`src/rtl/bit_deser_if.sv`:
```
// -----------------------------------------------------------------------------
// bit_deser_if -- signal bundle for the bit_deser serial-to-parallel block.
//
// Groups the serial input side (in_valid, sum_bit, carry_bit), the word output
// handshake (out_ready, out_valid, out_word, out_carry) and the status flags
// (overflow, busy).
//
// Modports:
//   master : the environment around the deserialiser. It drives the serial
//            input and out_ready, and observes the word and status outputs.
//   slave  : the deserialiser itself. It is the mirror image of master.
//
// Optional feature:
//   BIT_DESER_PARITY_EN adds out_parity (XOR of out_word) to the bundle.
// -----------------------------------------------------------------------------
interface bit_deser_if #(
  parameter int WIDTH = 8
) ();

  // Serial input side.
  logic             in_valid;
  logic             sum_bit;
  logic             carry_bit;

  // Word output side.
  logic             out_ready;
  logic             out_valid;
  logic [WIDTH-1:0] out_word;
  logic             out_carry;

  // Status.
  logic             overflow;
  logic             busy;

`ifdef BIT_DESER_PARITY_EN
  logic             out_parity;
`endif

  modport master (
    output in_valid,
    output sum_bit,
    output carry_bit,
    output out_ready,
    input  out_valid,
    input  out_word,
    input  out_carry,
`ifdef BIT_DESER_PARITY_EN
    input  out_parity,
`endif
    input  overflow,
    input  busy
  );

  modport slave (
    input  in_valid,
    input  sum_bit,
    input  carry_bit,
    input  out_ready,
    output out_valid,
    output out_word,
    output out_carry,
`ifdef BIT_DESER_PARITY_EN
    output out_parity,
`endif
    output overflow,
    output busy
  );

endinterface : bit_deser_if

```
`src/rtl/bit_deser.sv`:
```
// -----------------------------------------------------------------------------
// bit_deser -- assembles a serial bit stream (LSB first) from an upstream
// registered adder stage into WIDTH-bit words, offered downstream through a
// valid/ready handshake with a single output holding register.
//
// Ports:
//   clk    : single clock, all state changes on the rising edge.
//   rst_n  : synchronous active-low reset; wins over every other input.
//   bus    : bit_deser_if.slave
//              in_valid/sum_bit/carry_bit  serial input, never back-pressured
//              out_ready                   consumer accepts the held word
//              out_valid/out_word/out_carry held word and its final carry
//              overflow                    sticky: a completed word was dropped
//              busy                        a partial word is being collected
//
// Configuration:
//   BIT_DESER_PARITY_EN  when defined, out_parity = XOR of the held out_word,
//                        loaded together with out_word and reset to 0.
//
// Behaviour summary:
//   Bits land in the shift register at index cnt. When bit WIDTH-1 arrives the
//   finished word (including that cycle's bit) plus carry_bit is complete. It
//   loads the output register on the next edge if the register is empty or is
//   being emptied in the same cycle; otherwise it is dropped and overflow sets.
// -----------------------------------------------------------------------------
module bit_deser #(
  parameter int WIDTH = 8
) (
  input  logic        clk,
  input  logic        rst_n,
  bit_deser_if.slave  bus
);

  // Enough bits to count 0..WIDTH-1.
  localparam int CNT_W = (WIDTH > 1) ? $clog2(WIDTH) : 1;
  localparam logic [CNT_W-1:0] LAST_IDX = CNT_W'(WIDTH - 1);

  // Output holding register state: EMPTY <=> out_valid = 0.
  typedef enum logic {
    EMPTY = 1'b0,
    FULL  = 1'b1
  } out_state_e;

  // ---------------------------------------------------------------------------
  // State
  // ---------------------------------------------------------------------------
  logic [CNT_W-1:0] cnt_q,      cnt_d;
  logic [WIDTH-1:0] shreg_q,    shreg_d;
  out_state_e       state_q,    state_d;
  logic [WIDTH-1:0] word_q,     word_d;
  logic             carry_q,    carry_d;
  logic             overflow_q, overflow_d;
`ifdef BIT_DESER_PARITY_EN
  logic             parity_q,   parity_d;
`endif

  // ---------------------------------------------------------------------------
  // Datapath helpers
  // ---------------------------------------------------------------------------
  logic             last_bit;   // this cycle's bit finishes a word
  logic             xfer;       // consumer takes the held word this cycle
  logic [WIDTH-1:0] assembled;  // shift register with this cycle's bit merged

  assign last_bit = bus.in_valid && (cnt_q == LAST_IDX);
  assign xfer     = (state_q == FULL) && bus.out_ready;

  // The completing bit is not yet in shreg_q, so the word handed to the output
  // register must merge it in combinationally.
  always_comb begin
    assembled          = shreg_q;
    assembled[cnt_q]   = bus.sum_bit;
  end

  // ---------------------------------------------------------------------------
  // Serial collection: runs regardless of the output state.
  // ---------------------------------------------------------------------------
  // NOTE: every variable assigned in an always_comb gets its default on the
  // first lines; a path that skips an assignment would otherwise infer a latch.
  always_comb begin
    cnt_d   = cnt_q;
    shreg_d = shreg_q;
    if (bus.in_valid) begin
      if (last_bit) begin
        cnt_d   = '0;
        shreg_d = '0;  // start the next word from a clean register
      end else begin
        cnt_d   = cnt_q + 1'b1;
        shreg_d = assembled;
      end
    end
  end

  // ---------------------------------------------------------------------------
  // Output control FSM: next state and holding-register loads.
  // ---------------------------------------------------------------------------
  always_comb begin
    state_d    = state_q;
    word_d     = word_q;
    carry_d    = carry_q;
    overflow_d = overflow_q;
`ifdef BIT_DESER_PARITY_EN
    parity_d   = parity_q;
`endif

    unique case (state_q)
      EMPTY: begin
        if (last_bit) begin
          state_d = FULL;
          word_d  = assembled;
          carry_d = bus.carry_bit;
`ifdef BIT_DESER_PARITY_EN
          parity_d = ^assembled;
`endif
        end
      end

      FULL: begin
        if (last_bit) begin
          if (xfer) begin
            // Old word leaves and the new one takes its place in one edge,
            // so out_valid never drops.
            word_d  = assembled;
            carry_d = bus.carry_bit;
`ifdef BIT_DESER_PARITY_EN
            parity_d = ^assembled;
`endif
          end else begin
            // No room: keep the held word untouched and record the loss.
            overflow_d = 1'b1;
          end
        end else if (xfer) begin
          state_d = EMPTY;
        end
      end

      default: state_d = EMPTY;
    endcase
  end

  // ---------------------------------------------------------------------------
  // Registers
  // ---------------------------------------------------------------------------
  // NOTE: sequential state uses non-blocking assignments only, so every
  // register samples the pre-edge value of every other register.
  // NOTE: the shift register is reset along with the control state so a
  // partial word from before reset can never leak into a later word.
  always_ff @(posedge clk) begin
    if (!rst_n) begin
      cnt_q      <= '0;
      shreg_q    <= '0;
      state_q    <= EMPTY;
      word_q     <= '0;
      carry_q    <= 1'b0;
      overflow_q <= 1'b0;
`ifdef BIT_DESER_PARITY_EN
      parity_q   <= 1'b0;
`endif
    end else begin
      cnt_q      <= cnt_d;
      shreg_q    <= shreg_d;
      state_q    <= state_d;
      word_q     <= word_d;
      carry_q    <= carry_d;
      overflow_q <= overflow_d;
`ifdef BIT_DESER_PARITY_EN
      parity_q   <= parity_d;
`endif
    end
  end

  // ---------------------------------------------------------------------------
  // Outputs
  // ---------------------------------------------------------------------------
  assign bus.out_valid  = (state_q == FULL);
  assign bus.out_word   = word_q;
  assign bus.out_carry  = carry_q;
  assign bus.overflow   = overflow_q;
  assign bus.busy       = (cnt_q != '0);
`ifdef BIT_DESER_PARITY_EN
  assign bus.out_parity = parity_q;
`endif

endmodule : bit_deser
```
`src/flat_wrapper.sv`:
```
// flat-port wrapper written by rule: the top's interface ports become plain ports
module bit_deser_flat 
#(
  parameter int WIDTH = 8
)
  (clk, rst_n, bus_in_valid, bus_sum_bit, bus_carry_bit, bus_out_ready, bus_out_valid, bus_out_word, bus_out_carry, bus_overflow, bus_busy);
  bit_deser_if #(.WIDTH(WIDTH)) bus_i ();
  input  logic clk;
  input  logic rst_n;
  input wire logic [$bits(bus_i.in_valid)-1:0] bus_in_valid;
  input wire logic [$bits(bus_i.sum_bit)-1:0] bus_sum_bit;
  input wire logic [$bits(bus_i.carry_bit)-1:0] bus_carry_bit;
  input wire logic [$bits(bus_i.out_ready)-1:0] bus_out_ready;
  output wire logic [$bits(bus_i.out_valid)-1:0] bus_out_valid;
  output wire logic [$bits(bus_i.out_word)-1:0] bus_out_word;
  output wire logic [$bits(bus_i.out_carry)-1:0] bus_out_carry;
  output wire logic [$bits(bus_i.overflow)-1:0] bus_overflow;
  output wire logic [$bits(bus_i.busy)-1:0] bus_busy;
  assign bus_i.in_valid = bus_in_valid;
  assign bus_i.sum_bit = bus_sum_bit;
  assign bus_i.carry_bit = bus_carry_bit;
  assign bus_i.out_ready = bus_out_ready;
  assign bus_out_valid = bus_i.out_valid;
  assign bus_out_word = bus_i.out_word;
  assign bus_out_carry = bus_i.out_carry;
  assign bus_overflow = bus_i.overflow;
  assign bus_busy = bus_i.busy;
  bit_deser #(.WIDTH(WIDTH)) u_core (.clk(clk), .rst_n(rst_n), .bus(bus_i));
endmodule
```
`config.mk`:
```
export PLATFORM = sky130hd
export DESIGN_NAME = bit_deser_flat
export DESIGN_NICKNAME = d
export VERILOG_FILES = /design/src/rtl/bit_deser_if.sv /design/src/rtl/bit_deser.sv /design/src/flat_wrapper.sv
export SDC_FILE = /design/constraint.sdc
export NUM_CORES = 1
export LEC_CHECK = 0
export ABC_AREA = 1
export CAP_MARGIN = 20
export CELL_PAD_IN_SITES_DETAIL_PLACEMENT = 1
export CELL_PAD_IN_SITES_GLOBAL_PLACEMENT = 1
export CORE_ASPECT_RATIO = 2
export CORE_MARGIN = 5
export CORE_UTILIZATION = 39
export CTS_BUF_LIST = sky130_fd_sc_hd__clkbuf_16
export DETAILED_ROUTE_END_ITERATION = 8
export PLACE_DENSITY = 0.85
export SETUP_SLACK_MARGIN = 0.15
export SYNTH_ARGS = -nofsm -noshare
export SYNTH_HDL_FRONTEND = slang
export SYNTH_SLANG_ARGS = --single-unit
export TNS_END_PERCENT = 20
```
`constraint.sdc`:
```
create_clock -name clk -period 3.2 [get_ports clk]
set_input_delay 0.48 -clock clk [delete_from_list [all_inputs] [get_ports clk]]
set_output_delay 0.48 -clock clk [all_outputs]
set_load 0.01 [all_outputs]
```
==> results_dict.tcl <==
set metrics [dict create \
    status "finished clean" \
    grt_max_degree 20 \
    criticalPathCategory "reg2out" \
    n_antenna_cell 0 \
    synth_edf_count 0 \
    yosys_warnings 0 \
    fin_crit_ns 2.31 \
    fmax_mhz 433 \
    post_drt_wl_per_cell_um 13.3 \
    fin_skew_ns 0.00184 \
    clk_pin_slew_ns 0.06 \
    ctsRootBufferMaster "clkbuf_16" \
    track_usage_pct 15.8 \
    ant_nets 0 \
    max_slew.worst_pin.slew_ns 0.548 \
    grt_antenna_before_repair 0 \
    report.final.hold_viol_count 0 \
    r2r_slack_ns 1.38 \
    synth_top_area_share_pct 40.8 \
    start_util_pct 39.9 \
    cts_tree "done" \
    synth_seq_cells 22 \
    hp-start "u_core.shreg_q[7]$_SDFFE_PN0P_" \
    ys_types 22 \
    die_area_um2 3980 \
    worstPathArrival_ns 1.83 \
    drt-total-wl_um 2690 \
    fin_setup_tns_ns 0 \
    drive_gt1_share_pct 6.36 \
    port-buffer-count 17 \
    yosysSeqAreaShare_pct 40.8 \
    place.gp.congestion 0.786 \
    post-route-period-util_pct 72.2 \
    busiest_layer "met2" \
    drv_slew 0 \
    clk_latency_ns 0.25 \
    grt_pass1_wl_um 4780 \
    p_leak_nw 0.559 \
    irDropWorstVdd_mv 0.296 \
    core_area_um2 2700 \
    die_height_um 84.4 \
    relSlewSlack_pct 63.3 \
    ctsResizeCount 0 \
    drt-pass1-iter-count 2 \
    grt_pass1_vias 1093 \
    min_path_cells 2 \
    syn2layout_area_growth_pct 22.6 \
    synth_largest_area_cell "dfxtp_1" \
    path_max_fanout 11 \
    max_cap_viol_count 0 \
    cts_setup_buffers 0 \
    cts_sinks 22 \
    hpwl_um 2040 \
    min_to "u_core.shreg_q[7]$_SDFFE_PN0P_" \
    rsz0062_at_grt "no" \
    h-tree-depth 1 \
    cts_buffers 3 \
    io_pins 18 \
    cp-start-kind "register" \
    postSynthCellCount 159 \
    overflow 0 \
    fin_util_pct 48.9 \
    cp.required_ns 2.72 \
    avgSynthCellArea_um2 6.78 \
    drtIter0Drc 23 \
    ctsHoldBuffers 0 \
    crit_path_end_kind "primary output" \
    grt_util_met1_pct 16.4 \
    synth_ff_type "dfxtp_1" \
    r2r_start "u_core.cnt_q[1]$_SDFFE_PN0P_" \
    startpoint "u_core.cnt_q[0]$_SDFFE_PN0P_" \
    met2_usage_pct 29.7 \
    n_fill_cell 374 \
    rows 27 \
    die_w_um 47.2 \
    netlist_top_cells_area "dfxtp_1 (41%), nand2_1 (15%), nand3_1 (7.0%)" \
    synth.most_common_cell "nand2_1" \
    async_flop_share_pct 0 \
    r2r-end "u_core.bus.out_word[3]$_SDFFE_PN0P_" \
    setup_viol 0 \
    fin_nets 184 \
    viasPerCell 5.16 \
    yosys-top-cells-count "nand2_1 (43), dfxtp_1 (22), inv_1 (19), nor2_1 (19), nand3_1 (15)" \
    synthesis.area_um2 1080 \
    vias 1043 \
    drc 0 \
    gr-usage-met3_pct 2.36 \
    syn_nets 168 \
    reg2reg_depth 8 \
    pwr_density_cell_nw_per_um2 457 \
    hold_path_class "reg2reg" \
    cts_buffer_depth 2 \
]
[final cells by class]
cell class	count	area [µm²]	share of cell area, %
multi-input combinational	109	518	39.2
sequential	22	440	33.3
timing repair buffer	17	170	12.9
inverter	22	82.6	6.24
clock buffer	3	75.1	5.68
tap	29	36.3	2.74
[per-layer routing]
metal	part of all wire [%]	wire, µm	vias up
li1	-	-	529
met1	39	1040	493
met2	57	1530	17
met3	2.9	78	4
met4	1.3	36	0
met5	0	0	-
[worst max-delay path by stage]
stage	end	slack [ns]	cells after the start
floorplan	bus_busy	1.89	4
global placement	bus_busy	1.19	4
detailed placement	bus_busy	1.17	4
CTS	bus_busy	0.87	4
global route	bus_busy	0.74	4
finish	bus_busy	0.89	4
[power breakdown]
part	switching, W	internal [W]
combinational	0.0000339	0.0000214
clock	0.0000935	0.000165
sequential	0.0000101	0.000280
total	0.000138	0.000466
[cell families after synthesis]
kind of cell	share of synthesized area [%]
AOI/OAI and AO/OA	8.70
adders and majority gates	3.48
buffers and inverters	11.1
DFF	40.8
and+or+nand+nor	35.8
[flip-flops by register name (all words and copies together), names as in the netlist]
signal,cells
u_core.bus.out_word,8
u_core.shreg_q,8
u_core.cnt_q,3
u_core.bus.out_valid,1
u_core.bus.overflow,1
u_core.bus.out_carry,1
[critical path, stage by stage (launching register included)]
cell	delay, ns
dfxtp_1	0.56
inv_2	0.17
ha_1	0.23
nand2_1	0.07
clkdlybuf4s50_1	0.54
[layout by cell type (no fill, tap or decap), types with 2 or more instances in the layout]
cell	Yosys	final
nor2_2	3	3
clkbuf_16	0	3
nor2_1	19	19
dfxtp_1	22	22
nand3_1	15	15
nand2_1	43	43
inv_2	2	2
a21oi_1	12	12
inv_1	19	19
nand4_1	6	6
ha_1	3	3
clkdlybuf4s50_1	0	17
o21ai_0	2	2
[metrics by stage]
| stage | instances | hold WS, ns | power [W] | worst slack [ns] | cell area (µm²) |
|---|---|---|---|---|---|
| finish | 202 | 0.470 | 0.000604 | 0.890 | 1320 |
| global route | 202 | 0.490 | 0.000632 | 0.743 | 1320 |
| CTS | 202 | 0.473 | 0.000611 | 0.873 | 1320 |
| detailed placement | 199 | 0.465 | 0.000351 | 1.17 | 1250 |
| global placement | 199 | 0.451 | 0.000348 | 1.19 | 1250 |
| floorplan | 159 | 0.442 | 0.000331 | 1.89 | 1080 |
Note: power is estimated with default switching activity, not from simulation.
